$ cat config.mk
export PLATFORM = sky130hd
export DESIGN_NAME = pipe_trace
export DESIGN_NICKNAME = d
export VERILOG_FILES = /design/src/rtl/pipe_trace.sv
export SDC_FILE = /design/constraint.sdc
export NUM_CORES = 1
export LEC_CHECK = 0
export BUFFER_PORTS_ARGS = -buffer_cell sky130_fd_sc_hd__buf_2
export CORE_MARGIN = 3
export CORE_UTILIZATION = 40
export CTS_BUF_LIST = sky130_fd_sc_hd__clkbuf_4 sky130_fd_sc_hd__clkbuf_8 sky130_fd_sc_hd__clkbuf_16
export CTS_CLUSTER_DIAMETER = 40
export CTS_CLUSTER_SIZE = 24
export DETAILED_ROUTE_END_ITERATION = 6
export PLACE_DENSITY = 0.62
export SLEW_MARGIN = 0
export SYNTH_ARGS = -nofsm -noshare
export SYNTH_HDL_FRONTEND = slang
export SYNTH_SLANG_ARGS = --single-unit
$ cat constraint.sdc
create_clock -name clk -period 15.2 [get_ports clk]
set_clock_uncertainty 0.1 [all_clocks]
set_input_delay 3.04 -clock clk [delete_from_list [all_inputs] [get_ports clk]]
set_output_delay 3.04 -clock clk [all_outputs]
set_load 0.005 [all_outputs]
$ cat src/rtl/pipe_trace.sv
`default_nettype none
// ============================================================================
// Module : pipe_trace
// Desc   : Triggered pipeline trace buffer capturing {pc, if_instr, id_instr}
//          with post-trigger window and sequential readout.
// Rev    : 1.0
// ============================================================================
module pipe_trace #(
  parameter int PC_W      = 32,
  parameter int INSTR_W   = 32,
  parameter int ADDR_W    = 3,
  parameter int POST_TRIG = 2
) (
  input  logic                      clk,
  input  logic                      reset,
  input  logic                      arm,
  input  logic                      sample_en,
  input  logic [PC_W-1:0]           pc_in,
  input  logic [INSTR_W-1:0]        if_instr,
  input  logic [INSTR_W-1:0]        id_instr,
  input  logic                      trig_en,
  input  logic [PC_W-1:0]           trig_pc,
  input  logic                      rd_req,
  output logic [PC_W+2*INSTR_W-1:0] rd_data,
  output logic                      rd_valid,
  output logic                      rd_last,
  output logic [1:0]                state,
  output logic [ADDR_W-1:0]         trig_pos
);

  localparam int              c_depth     = 1 << ADDR_W;
  localparam int              c_data_w    = PC_W + 2 * INSTR_W;
  localparam logic [ADDR_W:0] c_depth_cnt = (ADDR_W + 1)'(c_depth);

  localparam logic [1:0] c_s_idle  = 2'd0;
  localparam logic [1:0] c_s_armed = 2'd1;
  localparam logic [1:0] c_s_post  = 2'd2;
  localparam logic [1:0] c_s_done  = 2'd3;

  logic [1:0]          r_state;
  logic [1:0]          w_state_nxt;
  logic [c_data_w-1:0] r_mem [c_depth];
  logic [ADDR_W-1:0]   r_wptr;
  logic [ADDR_W:0]     r_fill;
  logic [ADDR_W-1:0]   r_post;
  logic [ADDR_W-1:0]   r_rptr;
  logic [ADDR_W:0]     r_remain;
  logic [c_data_w-1:0] r_rd_data;
  logic                r_rd_valid;
  logic                r_rd_last;
  logic [ADDR_W-1:0]   r_trig_pos;

  logic                w_hit;
  logic                w_clear;
  logic                w_wr;
  logic                w_rd_go;
  logic                w_enter_done;
  logic [ADDR_W-1:0]   w_wptr_nxt;
  logic [ADDR_W:0]     w_fill_nxt;

  assign w_hit = sample_en && trig_en && (pc_in == trig_pc);

  // State register
  always_ff @(posedge clk) begin
    if (!reset) r_state <= c_s_idle;
    else        r_state <= w_state_nxt;
  end

  // Next-state logic
  always_comb begin
    w_state_nxt = r_state;
    case (r_state)
      c_s_idle:  if (arm) w_state_nxt = c_s_armed;
      c_s_armed: if (w_hit) w_state_nxt = (POST_TRIG == 0) ? c_s_done : c_s_post;
      c_s_post:  if (sample_en && r_post == ADDR_W'(1)) w_state_nxt = c_s_done;
      c_s_done:  if (w_rd_go && r_remain == (ADDR_W + 1)'(1)) w_state_nxt = c_s_idle;
      default:   w_state_nxt = c_s_idle;
    endcase
  end

  // Control outputs of the state machine
  always_comb begin
    w_clear      = (r_state == c_s_idle) && arm;
    w_wr         = ((r_state == c_s_armed) || (r_state == c_s_post)) && sample_en;
    w_rd_go      = (r_state == c_s_done) && rd_req && (r_remain != '0);
    w_enter_done = (w_state_nxt == c_s_done) && (r_state != c_s_done);
  end

  assign w_wptr_nxt = w_wr ? r_wptr + ADDR_W'(1) : r_wptr;
  assign w_fill_nxt = (w_wr && r_fill != c_depth_cnt) ? r_fill + (ADDR_W + 1)'(1) : r_fill;

  // Buffer storage is not reset; reset only blocks the write
  always_ff @(posedge clk) begin
    if (reset && w_wr) r_mem[r_wptr] <= {pc_in, if_instr, id_instr};
  end

  always_ff @(posedge clk) begin
    if (!reset) begin
      r_wptr     <= '0;
      r_fill     <= '0;
      r_post     <= '0;
      r_rptr     <= '0;
      r_remain   <= '0;
      r_rd_data  <= '0;
      r_rd_valid <= 1'b0;
      r_rd_last  <= 1'b0;
      r_trig_pos <= '0;
    end else begin
      r_rd_valid <= w_rd_go;
      r_rd_last  <= w_rd_go && (r_remain == (ADDR_W + 1)'(1));
      if (w_clear) begin
        r_wptr     <= '0;
        r_fill     <= '0;
        r_post     <= '0;
        r_trig_pos <= '0;
      end else begin
        r_wptr <= w_wptr_nxt;
        r_fill <= w_fill_nxt;
        if (r_state == c_s_armed && w_hit) r_post <= ADDR_W'(POST_TRIG);
        else if (r_state == c_s_post && sample_en) r_post <= r_post - ADDR_W'(1);
      end
      // Oldest entry sits at the write pointer once the buffer has wrapped
      if (w_enter_done) begin
        r_rptr     <= (w_fill_nxt == c_depth_cnt) ? w_wptr_nxt : '0;
        r_remain   <= w_fill_nxt;
        r_trig_pos <= ADDR_W'(w_fill_nxt - (ADDR_W + 1)'(POST_TRIG + 1));
      end else if (w_rd_go) begin
        r_rd_data <= r_mem[r_rptr];
        r_rptr    <= r_rptr + ADDR_W'(1);
        r_remain  <= r_remain - (ADDR_W + 1)'(1);
      end
    end
  end

  assign state    = r_state;
  assign rd_data  = r_rd_data;
  assign rd_valid = r_rd_valid;
  assign rd_last  = r_rd_last;
  assign trig_pos = r_trig_pos;

endmodule
`default_nettype wire

* After elaboration in Yosys (flattened, before gate mapping)
Memories as Yosys holds them, arrays and structs flattened. A register that Yosys moved wholly into a read port is not among the register bits.
Cells that the tools add are included.
** Storage, ports and cells
- Output and inout port bits :: 103
- Input port bits :: 134
- Bits in writable memories :: 768
- Memories kept :: 1
- Flip-flop bits (word level) :: 24
- Logic and storage cells :: 70
** Memories
- r_mem :: depth 8, width 96, read ports 1, clocked after memory_dff 1, write ports 1, line 42 : logic [c_data_w-1:0] r_mem [c_depth];
** Cells by class
- Eq/ne operators :: 10
- Reduce and logical (&&, ||, !) cells :: 23
- Bitwise gates (word level) :: 2
- Muxes and demuxes :: 18
- Add/subtract/negate cells :: 6
** Operators by type and width (number)
- == test 32 bit :: 1
- two-way mux 3 bit :: 6
- logical AND 1 bit :: 13
- two-way mux 2 bit :: 6
- two-way mux 4 bit :: 3
- case mux 2 bit (4 select lines) :: 1
- adder 3 x 1 -> 3 bit, second input constant :: 2
- == test 2 bit, second input constant :: 3
- nonzero test 2 bit :: 3
- adder 4 x 1 -> 4 bit, second input constant :: 1
- == test 4 x 1 -> 1 bit, second input constant :: 1
- == test 4 bit, second input constant :: 1
- != test 4 bit, second input constant :: 1
- nonzero test 4 bit :: 1
- subtractor 4 x 1 -> 4 bit, second input constant :: 1
- == test 3 x 1 -> 1 bit, second input constant :: 1
- OR reduction 3 bit :: 1
- subtractor 3 x 1 -> 3 bit, second input constant :: 1
- subtractor 3 x 2 -> 3 bit, second input constant :: 1
- == test 2 x 1 -> 1 bit, second input constant :: 1
- logical NOT 2 bit :: 1
- two-way mux 1 bit :: 2
- != test 2 bit, second input constant :: 1
- inverter 1 bit :: 2
- other kinds (4) :: 4

* Logic depth before layout (Yosys ltp)
- Depth after elaboration :: 10
- Mapped depth :: 11
- Mapped depth without buffers :: 10

* Least setup slack after synthesis
No wires, ideal clock.
- Kind :: input-to-reg
- From :: input reset
- To :: memory r_mem[3][0] in the netlist's numbering, enable pin
- Slack :: 1.056 ns
- Required time :: 14.280 ns
- Buffers on the path :: 1
- Stages :: 3
- Data arrival time :: 13.225 ns
- Setup time :: 0.820 ns
- Cell sequence :: clkbuf_1 > nand2_1 > nor4b_1
** On the way
- Word-level cells in the longest chain between the ends :: 3
** Ends and longest elaborated chain
- from (decl) :: line 15 : input logic reset,
- logical AND 1 bit :: line 94 : if (reset && w_wr) r_mem[r_wptr] <= {pc_in, if_instr, id_instr};
- two-way mux 1 bit :: line 94
- two-way mux 1 bit (not written as such) :: line 94
- to (decl) :: line 42
Every way passes these cells.

* Final worst setup path
- From :: input sample_en
- To :: memory r_mem[1][29] in the netlist's numbering, enable pin
** On the way
- Word-level cells in the longest chain between the ends :: 4
** Ends and longest elaborated chain
- from (decl) :: line 17 : input logic sample_en,
- logical AND 1 bit :: line 84 : w_wr = ((r_state == c_s_armed) || (r_state == c_s_post)) && sample_en;
- logical AND 1 bit :: line 94
- two-way mux 1 bit :: line 94
- two-way mux 1 bit (not written as such) :: line 94
Every way passes these cells.

==> key figures <==
Status
  – Outcome: completed

STA
  – Post-layout min period: between 5 and 6 ns
  – Final Setup Violations: 0
  – Sum of negative setup slack: 0 ns
  – Max Slew Vio Count: 0
  – Hold Violations, Final: 0
  – Final worst path period share: 34.8%
  – Max transition margin: 24.1%
  – RSZ-0062 raised after global routing: no
  – Worst-margin pin slew: 1.14 ns
  – Fmax: 0.189 GHz
  – Hold WS: 0.377 ns

Clock network
  – Clock sink count: a little under 900
  – CTS tree: yes
  – Post-CTS Setup Inserts: 0
  – Htree depth: 3
  – CTS Buf Count: 110
  – Hold_buf cts: 0
  – Clk_lat worst skew: 0.66 ns
  – Reg clk slew, reported paths: about 0.06 ns
  – Post-cts sizing count: 0
  – Clk Tree Root Cell: clkbuf_16
  – Clock Path Buffers: 3

Synth
  – Post-synth EDFFs: about 770
  – Synthesized instance count: 1663
  – Yosys warns: 0
  – Register bit total from synthesis: a little under 900
  – Ys async rst share: 0%
  – Synth Area per Inst: 20.2 µm²
  – Synth Flop Type: edfxtp_1
  – Total nets after synthesis: 1812
  – Seq/Total Area, Yosys: between 70% and 80%
  – Synthesized area: 33600 µm²
  – Synth unique cells: 43

Floorplan
  – Core area: between 80000 and 90000 µm²
  – Die Ht: 296 µm
  – Die width: approximately 300 µm
  – Site Rows: 105
  – Die area: 87600 µm²
  – Top-Level Pins: 237
  – Starting density of the core: approximately two fifths

Critical path
  – Crit Path Max Fanout: 55
  – Nature of the critical path endpoint: flop
  – CP required: 15.36 ns
  – Critical Path AT: 5.45 ns
  – Critical path class: input pin to flop
  – Reg2reg setup slack: 11.48 ns
  – Crit start category: input pin

Finish
  – Area growth syn-to-layout: 18.8%
  – Final Non-Filler Cells: about 3100
  – # nets final: roughly 2100
  – Filler Cell Count: 6717
  – Register area: 25500 µm²
  – Area of the multi-input gates: about 7800 µm²
  – Share of cells above drive strength 1: approximately a third

Pwr
  – Lkg Pwr: 12.8 nW
  – Pint: 4.32 mW
  – Peak supply drop: about 0.0001 V
  – Switch share: 21.7%
  – Combinational power share: 3.3%
  – Total power draw: about 5.5 mW
  – Clock network power share: 48.1%
  – Reg power frac: 48.6%
  – Psw: approximately 1.2 mW
  – Power Density: 138 nW/µm²

Route
  – DRC viols: 0
  – WL/cell: 24.5 µm
  – Antenna Nets Post-Route: 0
  – Final wirelength: 76400 µm
  – DR vias: 16700
  – First DRT Iteration DRCs: 999
  – DR vias/cell: 5.36
  – Drt pass-1 iters: 5

Global route
  – Initial antenna violation count: 17
  – Pin count of the biggest net entering global routing: 202
  – First-pass GRT wire length: 114000 µm
  – Vias in the first global route: roughly 18000
  – All-layer global routing usage: between 10% and 20%
  – Total congestion overflow: 0

Place
  – IO buf count: 236
  – Cells after DPL: around 2900
  – Final Wtd Congestion: 0.807
  – HPWL after DPL: 43900 µm

Job
  – MaxCap Viol Count: 0

Hold path
  – Worst Hold Class: flop to flop
## critical path: stages
cell     delay [ns]
buf_2          0.16
nand2_1        0.18
or3_1          0.42
nor2_4         0.10
buf_4          0.62
buf_4          0.87
## metrics by stage
step | instance area (µm²) | setup WS, ns | util, %
floorplan | 33600 | 1.06 | -
global placement | 36100 | 9.20 | 43.7
detailed placement | 36100 | 9.18 | 43.7
CTS | 39900 | 9.88 | 48.3
global route | 39900 | 9.78 | 48.3
finish | 40000 | 9.91 | 48.4
## state kept, by name, summed over array words and instances, names as in the netlist
register / cells
r_remain: 4
state: 2
r_post: 3
r_wptr: 3
r_mem: 768
trig_pos: 3
rd_last: 1
r_fill: 4
rd_valid: 1
r_rptr: 3
rd_data: 96
## kinds of logic (layout without fill, tap and decap cells)
kind of cell             count (synthesis)  in the layout  share of synthesized area, %
AO/OA/AOI/OAI                          135            135                          2.89
XOR/XNOR                                44             44                          1.15
AND/OR/NAND/NOR                        181            181                          2.48
buffers and inverters                  104            483                          1.26
flip-flops                             888            888                          75.7
adder cells (fa/ha/maj)                 15             15                         0.558
multiplexers                           296            296                          16.0
other                                    0              8                             0
## per-layer routing
metal / routed length (µm) / GRT usage (%) / up-vias
li1: - / - / 7407
met1: 32900 / 24.0 / 8685
met2: 36700 / 28.4 / 482
met3: 5010 / 4.13 / 135
met4: 1750 / 5.36 / 14
met5: 99 / 0 / -
## path summary, 6_finish.rpt
path,from,to,cells past startpoint
setup / recovery,sample_en,r_mem[1][29],6
hold / removal,trig_pos[0],trig_pos[0],2
setup reg to reg,state[1],r_mem[1][29],7
hold reg to reg,trig_pos[0],trig_pos[0],2
## layout by cell type, fill, tap and decap left out, types with 4 or more instances in the layout
cell,instances
xor2_1,37
o21ai_0,7
bufinv_16,8
inv_1,12
buf_2,236
clkbuf_16,112
a211oi_1,100
ha_1,15
edfxtp_1,768
inv_6,22
clkinv_4,8
clkinv_2,13
xnor2_1,7
dfxtp_1,117
nand2_1,28
and2_1,4
clkinv_8,8
clkinv_1,4
diode_2,8
inv_8,10
mux2i_1,103
clkinvlp_4,6
a21oi_1,12
nor2_1,109
nor4_2,9
clkbuf_8,8
nand3_1,5
buf_4,21
mux4_2,192
nor3_1,6
clkbuf_4,10
## cell type report
class | instances | share of cell area, %
flip-flops and latches | 888 | 63.8
clock buffers | 130 | 7.48
inverters | 13 | 0.128
clock inverters | 80 | 2.20
well taps | 1070 | 3.35
diodes | 8 | 0.0501
repair buffers | 260 | 3.50
multi-input cells | 671 | 19.5
## cell usage after synthesis (9+ instances only)
cell      count  share of area (%)
nand2_1      28               0.31
xor2_1       37               0.96
a21oi_1      13               0.19
mux2i_1     103                3.1
edfxtp_1    768                 69
buf_1        13               0.15
inv_1        13               0.15
clkbuf_1     52               0.58
nor2_1      111                1.2
nor3_1        9               0.13
a211oi_1    100                2.2
ha_1         15               0.56
buf_2        26               0.39
mux4_2      192                 13
dfxtp_1     120                7.1
## power groups by stage
stage	clock, mW	sequential, mW	combinational [mW]
2_1_floorplan	0	2.74	0.0898
3_3_place_gp	0	2.74	0.176
3_5_place_dp	0	2.74	0.182
4_1_cts	2.71	2.69	0.183
5_1_grt	2.82	2.69	0.198
6_report	2.66	2.69	0.180
(Power assumes the default switching activity.)
